==> src/rtl/dadd_pkg.sv <==
`default_nettype none
// ============================================================================
//  Module   : dadd_pkg
//  Brief    : Shared types and the overflow-aware adder used by dadd_mch.
//  Revision : 1.0 - initial multi-channel release
// ============================================================================
package dadd_pkg;

   // Widest data/address/channel fields a stage record can carry.
   localparam int c_DW_MAX = 64;
   localparam int c_AW_MAX = 64;
   localparam int c_CW_MAX = 16;

   typedef enum logic {
      DADD_ADD = 1'b0,
      DADD_ACC = 1'b1
   } dadd_mode_e;

   // One pipeline stage; instances only use the low DW/AW/CW bits.
   typedef struct packed {
      logic                vld;
      logic [c_CW_MAX-1:0] ch;
      logic [c_AW_MAX-1:0] addr;
      logic [c_DW_MAX-1:0] data;
      logic                ovf;
   } dadd_stage_t;

   // Adds two dw-bit operands (zero-extended into c_DW_MAX bits).
   // Returns {ovf, result}; with sat set an overflow clamps to all-ones.
   function automatic logic [c_DW_MAX:0] sat_add(
      input logic [c_DW_MAX-1:0] a,
      input logic [c_DW_MAX-1:0] b,
      input logic                sat,
      input int                  dw
   );
      logic [c_DW_MAX:0]   w_sum;
      logic [c_DW_MAX:0]   w_mask;
      logic                w_carry;
      logic [c_DW_MAX-1:0] w_res;
      w_sum   = {1'b0, a} + {1'b0, b};
      w_mask  = ({{c_DW_MAX{1'b0}}, 1'b1} << dw) - 1'b1;
      // Operands fit in dw bits, so anything above the mask is the carry.
      w_carry = |(w_sum & ~w_mask);
      w_res   = w_sum[c_DW_MAX-1:0] & w_mask[c_DW_MAX-1:0];
      if (w_carry && sat) begin
         w_res = w_mask[c_DW_MAX-1:0];
      end
      return {w_carry, w_res};
   endfunction

endpackage
`default_nettype wire

==> src/rtl/dadd_chan_regs.sv <==
`default_nettype none
// ============================================================================
//  Module   : dadd_chan_regs
//  Brief    : Per-channel addend / mode / accumulator register file with a
//             config write port, a read port and an accumulator write-back.
//  Revision : 1.0 - initial multi-channel release
// ============================================================================
module dadd_chan_regs
   import dadd_pkg::*;
#(
   parameter int DW  = 32,
   parameter int NCH = 4,
   parameter int CW  = 2
) (
   input  logic          clk,
   input  logic          rst,
   input  logic          i_cfg_we,
   input  logic [CW-1:0] i_cfg_ch,
   input  logic          i_cfg_mode,
   input  logic [DW-1:0] i_cfg_addend,
   input  logic [CW-1:0] i_rd_ch,
   output dadd_mode_e    o_rd_mode,
   output logic [DW-1:0] o_rd_addend,
   output logic [DW-1:0] o_rd_acc,
   input  logic          i_wb_en,
   input  logic [CW-1:0] i_wb_ch,
   input  logic [DW-1:0] i_wb_data
);

   localparam logic [CW:0] c_NCH = (CW+1)'(NCH);

   logic [DW-1:0] r_addend [NCH];
   dadd_mode_e    r_mode   [NCH];
   logic [DW-1:0] r_acc    [NCH];
   logic          w_rd_ok;

   // Config write beats accumulator write-back on the same channel, so a
   // same-cycle config always leaves the accumulator cleared.
   always_ff @(posedge clk) begin
      if (rst) begin
         for (int i = 0; i < NCH; i++) begin
            r_addend[i] <= '0;
            r_mode[i]   <= DADD_ADD;
            r_acc[i]    <= '0;
         end
      end else begin
         for (int i = 0; i < NCH; i++) begin
            if (i_cfg_we && (i_cfg_ch == CW'(i))) begin
               r_addend[i] <= i_cfg_addend;
               r_mode[i]   <= dadd_mode_e'(i_cfg_mode);
               r_acc[i]    <= '0;
            end else if (i_wb_en && (i_wb_ch == CW'(i))) begin
               r_acc[i]    <= i_wb_data;
            end
         end
      end
   end

   // Out-of-range channels read as an ADD of zero.
   assign w_rd_ok     = ({1'b0, i_rd_ch} < c_NCH);
   assign o_rd_mode   = w_rd_ok ? r_mode[i_rd_ch]   : DADD_ADD;
   assign o_rd_addend = w_rd_ok ? r_addend[i_rd_ch] : '0;
   assign o_rd_acc    = w_rd_ok ? r_acc[i_rd_ch]    : '0;

endmodule
`default_nettype wire

==> src/rtl/dadd_mch.sv <==
`default_nettype none
// ============================================================================
//  Module   : dadd_mch
//  Brief    : Multi-channel add/accumulate datapath with a fixed-latency,
//             stall-able pipeline; address and channel ride alongside.
//  Revision : 1.0 - initial multi-channel release
// ============================================================================
module dadd_mch
   import dadd_pkg::*;
#(
   parameter  int DW  = 32,
   parameter  int AW  = 32,
   parameter  int NCH = 4,
   parameter  int LAT = 2,
   parameter  int SAT = 0,
   localparam int CW  = (NCH > 1) ? $clog2(NCH) : 1
) (
   input  logic          clk,
   input  logic          reset,
   input  logic          cfg_we,
   input  logic [CW-1:0] cfg_ch,
   input  logic          cfg_mode,
   input  logic [DW-1:0] cfg_addend,
   input  logic          dadd_in_en,
   output logic          dadd_in_rdy,
   input  logic [CW-1:0] dadd_in_ch,
   input  logic [AW-1:0] dadd_in_addr,
   input  logic [DW-1:0] dadd_in,
   output logic          dadd_out_en,
   input  logic          dadd_out_rdy,
   output logic [CW-1:0] dadd_out_ch,
   output logic [AW-1:0] dadd_out_addr,
   output logic [DW-1:0] dadd_out,
   output logic          dadd_out_ovf
);

   localparam logic [CW:0] c_NCH = (CW+1)'(NCH);

   dadd_stage_t       r_pipe [LAT];
   dadd_stage_t       w_new;
   logic              w_stall;
   logic              w_accept;
   logic              w_in_range;
   dadd_mode_e        w_rd_mode;
   logic [DW-1:0]     w_rd_addend;
   logic [DW-1:0]     w_rd_acc;
   logic [DW-1:0]     w_opa;
   logic [c_DW_MAX:0] w_sum;
   logic [DW-1:0]     w_res;
   logic              w_ovf;
   logic              w_wb_en;
   logic              w_unused;

   // Only a valid, unaccepted result at the output can hold the pipe.
   assign w_stall     = r_pipe[LAT-1].vld & ~dadd_out_rdy;
   assign dadd_in_rdy = ~reset & ~w_stall;
   assign w_accept    = dadd_in_en & dadd_in_rdy;
   assign w_in_range  = ({1'b0, dadd_in_ch} < c_NCH);

   dadd_chan_regs #(
      .DW  (DW),
      .NCH (NCH),
      .CW  (CW)
   ) u_regs (
      .clk          (clk),
      .rst          (reset),
      .i_cfg_we     (cfg_we),
      .i_cfg_ch     (cfg_ch),
      .i_cfg_mode   (cfg_mode),
      .i_cfg_addend (cfg_addend),
      .i_rd_ch      (dadd_in_ch),
      .o_rd_mode    (w_rd_mode),
      .o_rd_addend  (w_rd_addend),
      .o_rd_acc     (w_rd_acc),
      .i_wb_en      (w_wb_en),
      .i_wb_ch      (dadd_in_ch),
      .i_wb_data    (w_res)
   );

   // Result is computed at accept time so back-to-back ACC beats chain.
   assign w_opa   = (w_rd_mode == DADD_ACC) ? w_rd_acc : w_rd_addend;
   assign w_sum   = sat_add(c_DW_MAX'(w_opa), c_DW_MAX'(dadd_in), (SAT != 0), DW);
   assign w_res   = w_sum[DW-1:0];
   assign w_ovf   = w_sum[c_DW_MAX];
   assign w_wb_en = w_accept & w_in_range & (w_rd_mode == DADD_ACC);

   // Build the stage-0 record; out-of-range beats carry a zero result.
   always_comb begin
      w_new      = '0;
      w_new.vld  = 1'b1;
      w_new.ch   = c_CW_MAX'(dadd_in_ch);
      w_new.addr = c_AW_MAX'(dadd_in_addr);
      if (w_in_range) begin
         w_new.data = c_DW_MAX'(w_res);
         w_new.ovf  = w_ovf;
      end
   end

   // Shift register of LAT stages sharing one stall enable; idle cycles
   // enter as bubbles.
   always_ff @(posedge clk) begin
      if (reset) begin
         for (int i = 0; i < LAT; i++) begin
            r_pipe[i] <= '0;
         end
      end else if (!w_stall) begin
         r_pipe[0] <= w_accept ? w_new : '0;
         for (int i = 1; i < LAT; i++) begin
            r_pipe[i] <= r_pipe[i-1];
         end
      end
   end

   assign dadd_out_en   = r_pipe[LAT-1].vld;
   assign dadd_out_ch   = r_pipe[LAT-1].ch[CW-1:0];
   assign dadd_out_addr = r_pipe[LAT-1].addr[AW-1:0];
   assign dadd_out      = r_pipe[LAT-1].data[DW-1:0];
   assign dadd_out_ovf  = r_pipe[LAT-1].ovf;

   // Upper bits of the wide stage record and adder are intentionally idle.
   assign w_unused = ^{r_pipe[LAT-1], w_sum};

endmodule
`default_nettype wire

==> config.mk <==
export PLATFORM = sky130hd
export DESIGN_NAME = dadd_mch
export DESIGN_NICKNAME = d
export VERILOG_FILES = /design/src/rtl/dadd_pkg.sv /design/src/rtl/dadd_chan_regs.sv /design/src/rtl/dadd_mch.sv
export SDC_FILE = /design/constraint.sdc
export NUM_CORES = 1
export LEC_CHECK = 0
export CORE_MARGIN = 5
export CORE_UTILIZATION = 45
export CTS_CLUSTER_SIZE = 20
export DETAILED_ROUTE_END_ITERATION = 8
export GPL_ROUTABILITY_DRIVEN = 0
export GPL_TIMING_DRIVEN = 0
export MAX_ROUTING_LAYER = met4
export PLACE_DENSITY = 0.72
export SETUP_SLACK_MARGIN = 0.15
export SLEW_MARGIN = 15
export SYNTH_ARGS = -nofsm -noshare
export SYNTH_HDL_FRONTEND = slang
export SYNTH_HIERARCHICAL = 1
export SYNTH_SLANG_ARGS = --single-unit
==> constraint.sdc <==
create_clock -name clk -period 12.6 [get_ports clk]
set_input_delay 3.78 -clock clk [delete_from_list [all_inputs] [get_ports clk]]
set_output_delay 3.78 -clock clk [all_outputs]
set_load 0.01 [all_outputs]
# ---- Word-level counts from Yosys, hierarchy flattened
# Memories as Yosys holds them, arrays and structs flattened.
# Cells that the tools add are included.
dict set report word_totals {
  out_inout_bits 69
  word_cells 100
  ram_bits 552
  ff_bits 0
  mem_count 4
}
# name words word_bits rd rd_clocked_by_memory_dff wr line
set memory_table {}
lappend memory_table {r_pipe 2 146 2 0 2 dadd_mch.sv:39} ;# dadd_stage_t r_pipe [LAT];
lappend memory_table {u_regs.r_acc 4 32 1 0 4 dadd_chan_regs.sv:34} ;# logic [DW-1:0] r_acc [NCH];
lappend memory_table {u_regs.r_addend 4 32 1 0 4 dadd_chan_regs.sv:32} ;# logic [DW-1:0] r_addend [NCH];
lappend memory_table {u_regs.r_mode 4 1 1 0 4 dadd_chan_regs.sv:33} ;# dadd_mode_e r_mode [NCH];
dict set report op_classes {
  reduce_logical 11
  eq_ne 6
  mux 53
  bitwise_logic 25
  addsub 1
}
# op n
set op_table {}
lappend op_table {{$mux W146} 3}
lappend op_table {{$mux W32} 13}
lappend op_table {{$mux W1} 37}
lappend op_table {{$add A32 B32 Y33} 1}
lappend op_table {{$reduce_or A33 Y1} 1}
lappend op_table {{$or A1 B1 Y1} 18}
lappend op_table {{$eq A2 B2 Y1 const B} 4}
lappend op_table {{$logic_and A1 B1 Y1} 8}
lappend op_table {{$and A1 B1 Y1} 4}
lappend op_table {{$eq A2 B1 Y1 const B} 2}
lappend op_table {{$logic_not A2 Y1} 2}
lappend op_table {{$not A1 Y1} 3}

# ---- Depth between registers and ports, before layout
dict set report logic_depth {
  depth_word 12
  ltp_mapped 16
}

# ---- Modules after synthesis
# The synthesis kept the hierarchy.
# mod seq_area_each_um2 cells_each n_inst area_each_um2
set modules_own_cells {}
lappend modules_own_cells {dadd_chan_regs 7807.5 664 1 11672.4}
lappend modules_own_cells {dadd_mch 4083.9 631 1 7567.3}

# ---- Worst setup path after synthesis
# OpenSTA, ideal clock, no wires.
dict set report synth_path {
  path_type {input -> register}
  from {input port reset}
  to {memory r_pipe[0][0] (netlist bit), enable pin}
  slack_ns 4.289
  path_stages 1
  t_arrival_ns 6.820
  n_path_buf 0
  setup_time_ns 1.491
  t_required_ns 11.109
  path_cell_list {nand3b_1}
}
# element line
set synth_lines {}
lappend synth_lines {{start: declaration} dadd_mch.sv:19} ;# input logic reset,
lappend synth_lines {{end: declaration} dadd_mch.sv:39}

# ---- Worst setup path after layout
dict set report layout_path {
  from {input port reset}
  to {output port dadd_in_rdy}
}
dict set report layout_between {
  elab_chain_len 2
}
# element line
set layout_lines {}
lappend layout_lines {{$not A1 Y1} dadd_mch.sv:56} ;# assign dadd_in_rdy = ~reset & ~w_stall;
lappend layout_lines {{$and A1 B1 Y1} dadd_mch.sv:56}
lappend layout_lines {{end: declaration} dadd_mch.sv:25} ;# output logic dadd_in_rdy,
# Every way passes these cells.

==> impl_metrics.yaml <==
status:
  status: "finished clean"
synth:
  synth_top_family_by_area: "simple AND/OR/NAND/NOR gates"
  synth_cell_types: 61
  netlist.area_leader.share_pct: 61.8
  ys_ff_latch: 396
  ys_warn_count: 6
  ys_seq_area_share_pct: 61.8
  synth_edf_count: 396
  muxShareOfSynthArea_pct: 9.59
  synthesis.nets: 1434
  ys.flop_type: "edfxtp_1"
  synthSimpleGateAreaFrac_pct: 17.1
  post-synth-top-area-cell: "edfxtp_1"
  synth_cells: 1295
  synth_xor_area_share_pct: 1.23
  synthAdderAreaFrac_pct: 2.19
  async_flop_share_pct: 0
  synth_area_um2: 19200
  avgSynthCellArea_um2: 14.9
  synth-compound-area-share_pct: 3.38
  synth_area_leaders: "edfxtp_1, mux4_2, and2_1, nor3b_1, buf_4"
route:
  num_vias: 11459
  firstDrtPassIters: 5
  routedWlPerCell_um: 21.2
  viasPerCell: 5.46
  initialDrtViolationCount: 1039
  antenna_left: 0
  drc_errors: 0
  routed_wl_mm: 44.6
worst_setup_path:
  crit_family: "buffers and inverters"
  r2r-end: "u_regs/r_acc[1][27]"
  worst-path-buf-inv: 3
  critPathArrivalTime_ns: 6.36
  path_class: "in2out"
  cp_slowest_cell: "a21oi_1"
  max_stage_delay_ns: 0.93
  crit_chain: "clkdlybuf4s50_1 -> a21oi_1 -> clkbuf_1 -> clkdlybuf4s50_1"
  crit_fanout: 10
  cp.required_ns: 8.82
  reg2reg_depth: 14
  reg2reg_from: "u_regs/r_mode[0]"
  cpMostUsedCell: "clkdlybuf4s50_1"
  worstSetupStartpointType: "input port"
  endpoint_kind: "output port"
  rrSetupSlack_ns: 7.66
  cp_num_cells: 4
final_layout:
  num-nets-final: 1666
  final_cell_mix: "edfxtp_1, and2_1, clkdlybuf4s50_1, nor3b_1"
  drive_gt1_share_pct: 19.6
  syn_to_final_growth_pct: 21.2
  mostFrequentLayoutCell: "edfxtp_1"
clocking:
  htree_levels: 2
  cts_buffers: 43
  cts_hold_buf: 0
  cts_resized: 0
  clockBufferDepth: 3
  clkLatencyLatePin_ns: 0.57
  cts_tree: "built"
  postCtsSetupBuffers: 0
  cts.sink_count: 396
  path_clk_slew_ns: 0.06
  clockRootBuffer: "clkbuf_16"
floorplan:
  design.core.area_um2: 42100
  die_h_um: 217
  design.die.area_um2: 47000
  fp.dieW_um: 217
  start_util_pct: 45.7
  rows: 75
  ios: 175
place:
  pre_cts_slack_ns: 2.48
  dp_hpwl_mm: 31.6
  portBuffers: 174
global_route:
  grt_max_degree: 34
  grt-ovfl-total: 0
  use_met1_pct: 25.7
  grt_pass1_vias: 11645
  grt.busiest_layer: "met2"
  met3_usage_pct: 3.60
  antenna_found_initial: 2
  grt.total_usage_pct: 19.4
  met2_usage_pct: 30.7
  grt_pass1_wl_mm: 68.5
sta:
  clock_skew_ns: 0.0241
  slew_violations: 0
  worst_slew_margin_rel_pct: 31.8
  setup_viol: 0
  fin_setup_tns_ns: 0
  timing.fmax_mhz: 98.6
  layout_min_cycle_time_ns: 10.14
  hold_viol: 0
  tightest_slew_ns: 1.02
  rsz0062_at_grt: "false"
  fin_crit_sh_pct: 80.5
  post-route-worst-setup-slack_ns: 2.46
flow_run:
  maxCapViolations: 0
power_and_ir_drop:
  seqPwrFrac_pct: 45.6
  p_switching_uw: 848
  p_comb_share_pct: 17.7
  power_mw: 3.45
  p_clk_share_pct: 36.7
  p_int_mw: 2.61
  p_leak_nw: 8.68
  powerDensity_nw_per_um2: 148
  switching_share_pct: 24.6
  irDropWorstVdd_mv: 0.0926
hold_path:
  worstHoldStart: "r_pipe[0][1]"
  min_path_type: "reg2reg"
  holdPathStages: 1
  holdPathEnd: "r_pipe[0][147]"
synth_stat cells (10+ instances only):
cell type  count
nor2_1        13
nor3b_2       31
edfxtp_1     396
xnor2_1       15
mux4_2        65
ha_1          32
nor3b_1      100
clkbuf_1      62
buf_4         71
and3_1        45
inv_1         10
mux2_2        33
o21ai_0       15
xor2_1        12
and2_1       225
a21oi_1       30
nand2_1       34
cell families after synthesis:
logic type | Yosys count
fa+ha+maj | 33
simple gates | 488
xor+xnor | 27
compound gates | 93
buf+inv | 159
mux | 99
flops | 396
worst max-delay path by stage:
stage               start       endpoint  slack [ns]
finish              reset    dadd_in_rdy        2.46
global route        reset    dadd_in_rdy        2.28
CTS                 reset    dadd_in_rdy        2.45
detailed placement  reset    dadd_in_rdy        2.48
global placement    reset  r_pipe[0][65]        2.01
floorplan           reset   r_pipe[0][0]        4.29
power groups by stage:
| stage | logic (mW) | clock network [mW] | registers, mW |
|---|---|---|---|
| 2_1_floorplan | 0.394 | 0 | 1.60 |
| 3_3_place_gp | 0.588 | 0 | 1.60 |
| 3_5_place_dp | 0.604 | 0 | 1.60 |
| 4_1_cts | 0.607 | 1.29 | 1.58 |
| 5_1_grt | 0.656 | 1.35 | 1.59 |
| 6_report | 0.611 | 1.27 | 1.58 |
metrics by stage:
step	utilization (%)	hold WS (ns)	cell area, µm²	cells
finish	55.3	0.508	23300	2099
global route	55.3	0.528	23300	2099
CTS	55.3	0.511	23300	2097
floorplan	-	0.497	19200	1295
global placement	51.4	0.498	21700	2008
detailed placement	51.9	0.501	21900	2021
state kept, by name, summed over array words and instances (netlist names):
name / cells
u_regs/r_acc: 128
u_regs/r_addend: 128
u_regs/r_mode: 4
r_pipe: 136
metal layers:
| metal | part of all wire, % | up-vias | wire, µm |
|---|---|---|---|
| met5 | 0 | - | 0 |
| met4 | 3.1 | 0 | 1390 |
| met3 | 7.4 | 75 | 3290 |
| met2 | 47 | 432 | 21200 |
| met1 | 42 | 5671 | 18700 |
| li1 | - | 5281 | - |
area by class of cell:
type                       count  area [µm²]
timing repair buffer         187        1970
antenna                        2        5.00
fill                        3365       18800
inverter                      10        37.5
tap                          539         674
clock buffer                  52        1110
sequential                   396       11900
buffer                       149         865
clock inverter                24         312
multi-input combinational    740        6450
No activity file was read; power rests on OpenSTA's default activity.
